File: src/rtl/uart_autobaud.sv
// uart_autobaud: measures the bit period of a 0x55 sync character and derives the UART prescale
module uart_autobaud #(
   parameter int              CW           = 20,
   parameter logic [CW-1:0]   TIMEOUT      = 20'hFFFFF,
   parameter logic [15:0]     DEF_PRESCALE = 16'd162
) (
   input  logic        clk,
   input  logic        rst,
   input  logic        en_i,
   input  logic        start_i,
   input  logic        rx_i,
   output logic [15:0] prescale_o,
   output logic        busy_o,
   output logic        done_o,
   output logic        error_o,
   output logic [1:0]  err_code_o
);
   localparam int NW = CW + 2;
   typedef enum logic [1:0] {IDLE, ARM, MEASURE, CALC} state_t;
   state_t        state_q, state_d;
   logic          sync1_q, rx_s_q, rx_prev_q;
   logic          seen_q, seen_d;
   logic [CW-1:0] ivl_q, ivl_d, ivl_inc;
   logic [2:0]    cnt_q, cnt_d;
   logic [CW-1:0] ivs_q [4];
   logic [CW-1:0] ivs_d [4];
   logic [15:0]   prescale_q, prescale_d;
   logic          done_q, done_d, error_q, error_d;
   logic [1:0]    err_code_q, err_code_d;
   logic          fall, timeout, mismatch, range_err;
   logic [NW-1:0] n_sum, prn;
   logic [CW-1:0] dif;
   assign fall     = rx_prev_q & ~rx_s_q;
   assign timeout  = ivl_q == TIMEOUT;
   assign ivl_inc  = timeout ? ivl_q : ivl_q + CW'(1);
   assign prescale_o = prescale_q;
   assign busy_o     = state_q != IDLE;
   assign done_o     = done_q;
   assign error_o    = error_q;
   assign err_code_o = err_code_q;
   // sum, consistency and prescale derivation over the four stored 2-bit-time intervals
   always_comb begin
      n_sum = NW'(ivs_q[0]) + NW'(ivs_q[1]) + NW'(ivs_q[2]) + NW'(ivs_q[3]);
      mismatch = 1'b0;
      dif = '0;
      for (int k = 1; k < 4; k++) begin
         dif = (ivs_q[k] > ivs_q[0]) ? ivs_q[k] - ivs_q[0] : ivs_q[0] - ivs_q[k];
         mismatch = mismatch | (dif > (ivs_q[0] >> 2));
      end
      prn = ((n_sum + NW'(64)) >> 7) - NW'(1);
      range_err = (n_sum < NW'(128)) | (prn > NW'(65535));
   end
   // next-state logic; the interval counter includes the edge cycle so a clean period of B clocks stores 2B
   always_comb begin
      state_d    = state_q;
      seen_d     = seen_q;
      ivl_d      = ivl_q;
      cnt_d      = cnt_q;
      ivs_d      = ivs_q;
      prescale_d = prescale_q;
      done_d     = 1'b0;
      error_d    = 1'b0;
      err_code_d = err_code_q;
      if (!en_i) begin
         state_d = IDLE;
      end else begin
         case (state_q)
            IDLE: begin
               if (start_i) begin
                  state_d    = ARM;
                  err_code_d = 2'b00;
                  ivl_d      = '0;
                  cnt_d      = '0;
                  seen_d     = 1'b0;
               end
            end
            ARM: begin
               ivl_d = ivl_inc;
               if (timeout) begin
                  state_d    = IDLE;
                  error_d    = 1'b1;
                  err_code_d = 2'b01;
               end else begin
                  seen_d = seen_q | rx_s_q;
                  if (seen_q && fall) begin
                     state_d = MEASURE;
                     cnt_d   = 3'd1;
                     ivl_d   = '0;
                  end
               end
            end
            MEASURE: begin
               ivl_d = ivl_inc;
               if (timeout) begin
                  state_d    = IDLE;
                  error_d    = 1'b1;
                  err_code_d = 2'b01;
               end else if (fall) begin
                  ivs_d[cnt_q[1:0] - 2'd1] = ivl_inc;
                  ivl_d = '0;
                  cnt_d = cnt_q + 3'd1;
                  state_d = (cnt_q == 3'd4) ? CALC : MEASURE;
               end
            end
            CALC: begin
               state_d = IDLE;
               if (mismatch) begin
                  error_d    = 1'b1;
                  err_code_d = 2'b10;
               end else if (range_err) begin
                  error_d    = 1'b1;
                  err_code_d = 2'b11;
               end else begin
                  prescale_d = prn[15:0];
                  done_d     = 1'b1;
               end
            end
         endcase
      end
   end
   // RX synchronizer and edge-detect history, idle-high after reset
   always_ff @(posedge clk) begin
      if (rst) begin
         sync1_q   <= 1'b1;
         rx_s_q    <= 1'b1;
         rx_prev_q <= 1'b1;
      end else begin
         sync1_q   <= rx_i;
         rx_s_q    <= sync1_q;
         rx_prev_q <= rx_s_q;
      end
   end
   // state and result registers
   always_ff @(posedge clk) begin
      if (rst) begin
         state_q    <= IDLE;
         seen_q     <= 1'b0;
         ivl_q      <= '0;
         cnt_q      <= '0;
         ivs_q      <= '{default: '0};
         prescale_q <= DEF_PRESCALE;
         done_q     <= 1'b0;
         error_q    <= 1'b0;
         err_code_q <= 2'b00;
      end else begin
         state_q    <= state_d;
         seen_q     <= seen_d;
         ivl_q      <= ivl_d;
         cnt_q      <= cnt_d;
         ivs_q      <= ivs_d;
         prescale_q <= prescale_d;
         done_q     <= done_d;
         error_q    <= error_d;
         err_code_q <= err_code_d;
      end
   end
endmodule

File: config.mk
export PLATFORM = sky130hd
export DESIGN_NAME = uart_autobaud
export DESIGN_NICKNAME = d
export VERILOG_FILES = /design/src/rtl/uart_autobaud.sv
export SDC_FILE = /design/constraint.sdc
export NUM_CORES = 1
export LEC_CHECK = 0
export BUFFER_PORTS_ARGS = -buffer_cell sky130_fd_sc_hd__buf_4
export CORE_AREA = 2 2 170 172
export DETAILED_ROUTE_END_ITERATION = 8
export DIE_AREA = 0 0 172 174
export PLACE_DENSITY = 0.7
export SYNTH_ARGS = -nofsm -noshare
export SYNTH_HDL_FRONTEND = slang
export SYNTH_SLANG_ARGS = --single-unit
File: constraint.sdc
create_clock -name clk -period 8.7 [get_ports clk]
set_input_delay 0.87 -clock clk [delete_from_list [all_inputs] [get_ports clk]]
set_output_delay 0.87 -clock clk [all_outputs]
set_load 0.05 [all_outputs]
==> impl_metrics.csv <==
group,metric,value,unit
placed_design,port-buffer-count,25,
global_route,grt_max_degree,72,
logic_synthesis,ys_async_sr_fraction,0,
sta,fmax,139,MHz
sta,min_period,7.19,ns
logic_synthesis,syn_nets,2220,
hold_path,worstHoldPathCells,1,
setup_path,rrSetupSlack,1.51,ns
logic_synthesis,ys_warn_count,0,
floorplan,initial_core_util,0.541,
logic_synthesis,synth_area,0.0153,sq mm
logic_synthesis,ys_seq_area_frac,0.169,
global_route,grt_usage,0.352,
sta,finClkSkew,0.0214,ns
clock_tree,post_cts_buffers,0,
floorplan,die_height,174,um
detailed_routing,firstDrtPassIters,5,
logic_synthesis,synth_simple_gate_area_frac,0.182,
finish,area_delta_synth_final,6.12,%
hold_path,hp-start,"sync1_q",
placed_design,hpwl,41400,um
clock_tree,clock_latency,0.47,ns
clock_tree,hold_buffers,0,
detailed_routing,dr_total_vias,14500,
logic_synthesis,avgSynthCellArea,7.76,sq um
finish,fin_area,0.0162,sq mm
logic_synthesis,yosys.area_share.xor_xnor,0.0551,
logic_synthesis,synth_top_family_by_area,"compound AO/OA/AOI/OAI gates",
power_and_ir_drop,p_leak,0.00709,uW
logic_synthesis,synth_fa_ha_area_frac,0.225,
floorplan,design.portCount,26,
finish,regArea,0.00258,sq mm
global_route,antenna_found_initial,0,
global_route,grt_pass1_wl,80600,um
setup_path,critPathRequiredTime,9.04,ns
clock_tree,post_cts_resized,0,
sta,relSlewSlack,0.243,
logic_synthesis,synth.lib_cells_used.distinct,87,
logic_synthesis,synth_compound_area_frac,0.260,
clock_tree,cts-htree-levels,4,
placed_design,place_ws,1.82,ns
detailed_routing,drt-total-wl,52000,um
logic_synthesis,ys_ff_latch,129,
setup_path,rr_endpoint,"prescale_o[5]",
clock_tree,cts_buffer_depth,2,
setup_path,worst_ep_arrival_time,7.53,ns
power_and_ir_drop,power_density,87.3,mW/mm^2
sta,slew_viol_final,0,
clock_tree,root_buffer,"clkbuf_16",
sta,timing.final.crit_share,0.827,
global_route,first_global_vias,14200,
setup_path,worstPathMaxFanout,26,
sta,tightest_slew,1.13,ns
placed_design,place_congestion,1.02,
global_route,overflow,0,
detailed_routing,final_antenna_net_count,0,
setup_path,worst-r2r-cell-count,24,
setup_path,end_kind,"flop",
sta,rsz0062_at_grt,"no",
job,drv_cap,0,
power_and_ir_drop,peakVddDrop,0.127,mV
floorplan,die-area,0.0299,sq mm
floorplan,core_area,0.0282,sq mm
finish,num-fill-cells,2684,
logic_synthesis,synth-main-ff-cell,"dfxtp_1",
clock_tree,clk_pin_slew_worst_paths,0.06,ns
finish,final_cell_mix,"210 x nor2_1, 203 x ha_1, 192 x a21oi_1",
finish,multiInputGateArea,0.0117,sq mm
finish,drive_gt1_frac,0.0549,
detailed_routing,routedWlPerCell,22.5,um
logic_synthesis,synth_edf_count,0,
floorplan,row_count,62,
hold_path,holdPathEnd,"rx_s_q",
floorplan,die_w,172,um
setup_path,critPathLaunchType,"flop",
power_and_ir_drop,power.total,1410,uW
setup_path,crit_type,"flop to flop",
hold_path,hold_path_class,"flop to flop",
sta,finalWorstSetupSlack,1.51,ns
detailed_routing,drc,0,
sta,setup_viol_count_final,0,
sta,hold_viol_final,0,
clock_tree,cts.sinks,129,
setup_path,r2r_start,"ivs_q[79]",
logic_synthesis,muxShareOfSynthArea,0.0414,
clock_tree,cts_tree,"yes",
detailed_routing,viasPerCell,6.29,
finish,nets,2171,
run_status,outcome,"finished, final reports clean",
clock_tree,cts_inserted_buffers,17,
logic_synthesis,syn_inst,1967,
finish,n_antenna_cell,0,
sta,fin_setup_tns,0,ns
placed_design,placed_area,0.0156,sq mm
finish,final_common_cell,"nor2_1",
detailed_routing,dr.first_iter.drc_count,1096,
[cell families after synthesis]
family                     count (synthesis)
muxes                                     62
adders and majority gates                248
and+or+nand+nor                          568
AOI/OAI and AO/OA                        605
DFF                                      129
buffers and inverters                    259
xor gates and xnor gates                  96
[final cells by class]
type                       count  area share
multi-input combinational   1579       0.720
sequential                   129       0.159
inverter                     154      0.0357
tap                          384      0.0296
clock buffer                  18      0.0271
timing repair buffer          37      0.0171
clock inverter                13      0.0109
[stage by stage]
step / instances / utilization / hold slack [ns]
after CTS: 2314 / 0.574 / 0.423
after global routing: 2314 / 0.574 / 0.435
final: 2314 / 0.574 / 0.419
after detailed placement: 2283 / 0.552 / 0.408
after global placement: 2283 / 0.552 / 0.392
after floorplan: 1967 / - / 0.389
[registers in the layout (all words and copies together), names as in the netlist]
| signal | cells |
|---|---|
| sync1_q | 1 |
| state_q | 2 |
| rx_prev_q | 1 |
| cnt_q | 3 |
| prescale_o | 16 |
| err_code_o | 2 |
| ivs_q | 80 |
| ivl_q | 20 |
| rx_s_q | 1 |
| error_o | 1 |
| seen_q | 1 |
| done_o | 1 |
[where the power goes]
| group | switching, uW | total (uW) | internal (uW) |
|---|---|---|---|
| logic | 32.5 | 44.7 | 12.2 |
| registers | 1.39 | 594 | 592 |
| clock network | 313 | 776 | 463 |
| total | 347 | 1410 | 1070 |
[cell usage after synthesis (16+ instances only)]
cell / count / area share
nor2b_1: 33 / 0.014
nor2_1: 210 / 0.052
mux2i_1: 53 / 0.035
o21a_1: 26 / 0.013
xor2_1: 34 / 0.019
fa_1: 45 / 0.059
nor3_1: 33 / 0.011
dfxtp_1: 129 / 0.17
a211oi_1: 81 / 0.040
o21ai_0: 79 / 0.026
a21o_1: 64 / 0.031
and2_1: 16 / 0.0066
o211ai_1: 16 / 0.0079
o21bai_1: 24 / 0.012
nand3_1: 36 / 0.012
nand4_1: 37 / 0.015
xnor2_1: 62 / 0.036
inv_1: 153 / 0.038
ha_1: 203 / 0.17
nand2_1: 118 / 0.029
clkbuf_1: 80 / 0.020
a21oi_1: 193 / 0.063
[how the worst max path moves through the flow]
stage | from | endpoint | cells after the start
floorplan | ivs_q[61] | prescale_o[10] | 23
global placement | ivs_q[61] | prescale_o[5] | 21
detailed placement | ivs_q[61] | prescale_o[5] | 25
CTS | ivs_q[27] | prescale_o[5] | 24
global route | ivs_q[37] | prescale_o[13] | 25
finish | ivs_q[79] | prescale_o[5] | 24
[routing by layer]
| metal | share of wire | up-vias | track usage |
|---|---|---|---|
| met1 | 0.42 | 6954 | 0.451 |
| met3 | 0.067 | 120 | 0.0649 |
| met5 | 0 | - | 0 |
| met4 | 0.041 | 0 | 0.150 |
| li1 | - | 6938 | - |
| met2 | 0.47 | 534 | 0.579 |
[worst max-delay path, cell delays in order (launching register included)]
cell and delay [ns]:
dfxtp_1 0.38, inv_1 0.26, ha_1 0.46, nand2_1 0.11
o21ai_0 0.59, o31ai_1 0.19, a21oi_2 0.42, buf_4 0.40
mux2_2 0.38, a21oi_1 0.43, o32ai_1 0.23, a31oi_1 0.28
o21ai_0 0.15, xor2_1 0.22, ha_1 0.31, a211oi_1 0.24
nand3_1 0.10, o21ai_0 0.32, o211ai_1 0.18, nor3_2 0.16
nand4_2 0.24, nor4_4 0.33, buf_4 0.31, nor2b_1 0.08
a211o_1 0.28
(Power assumes the default switching activity.)
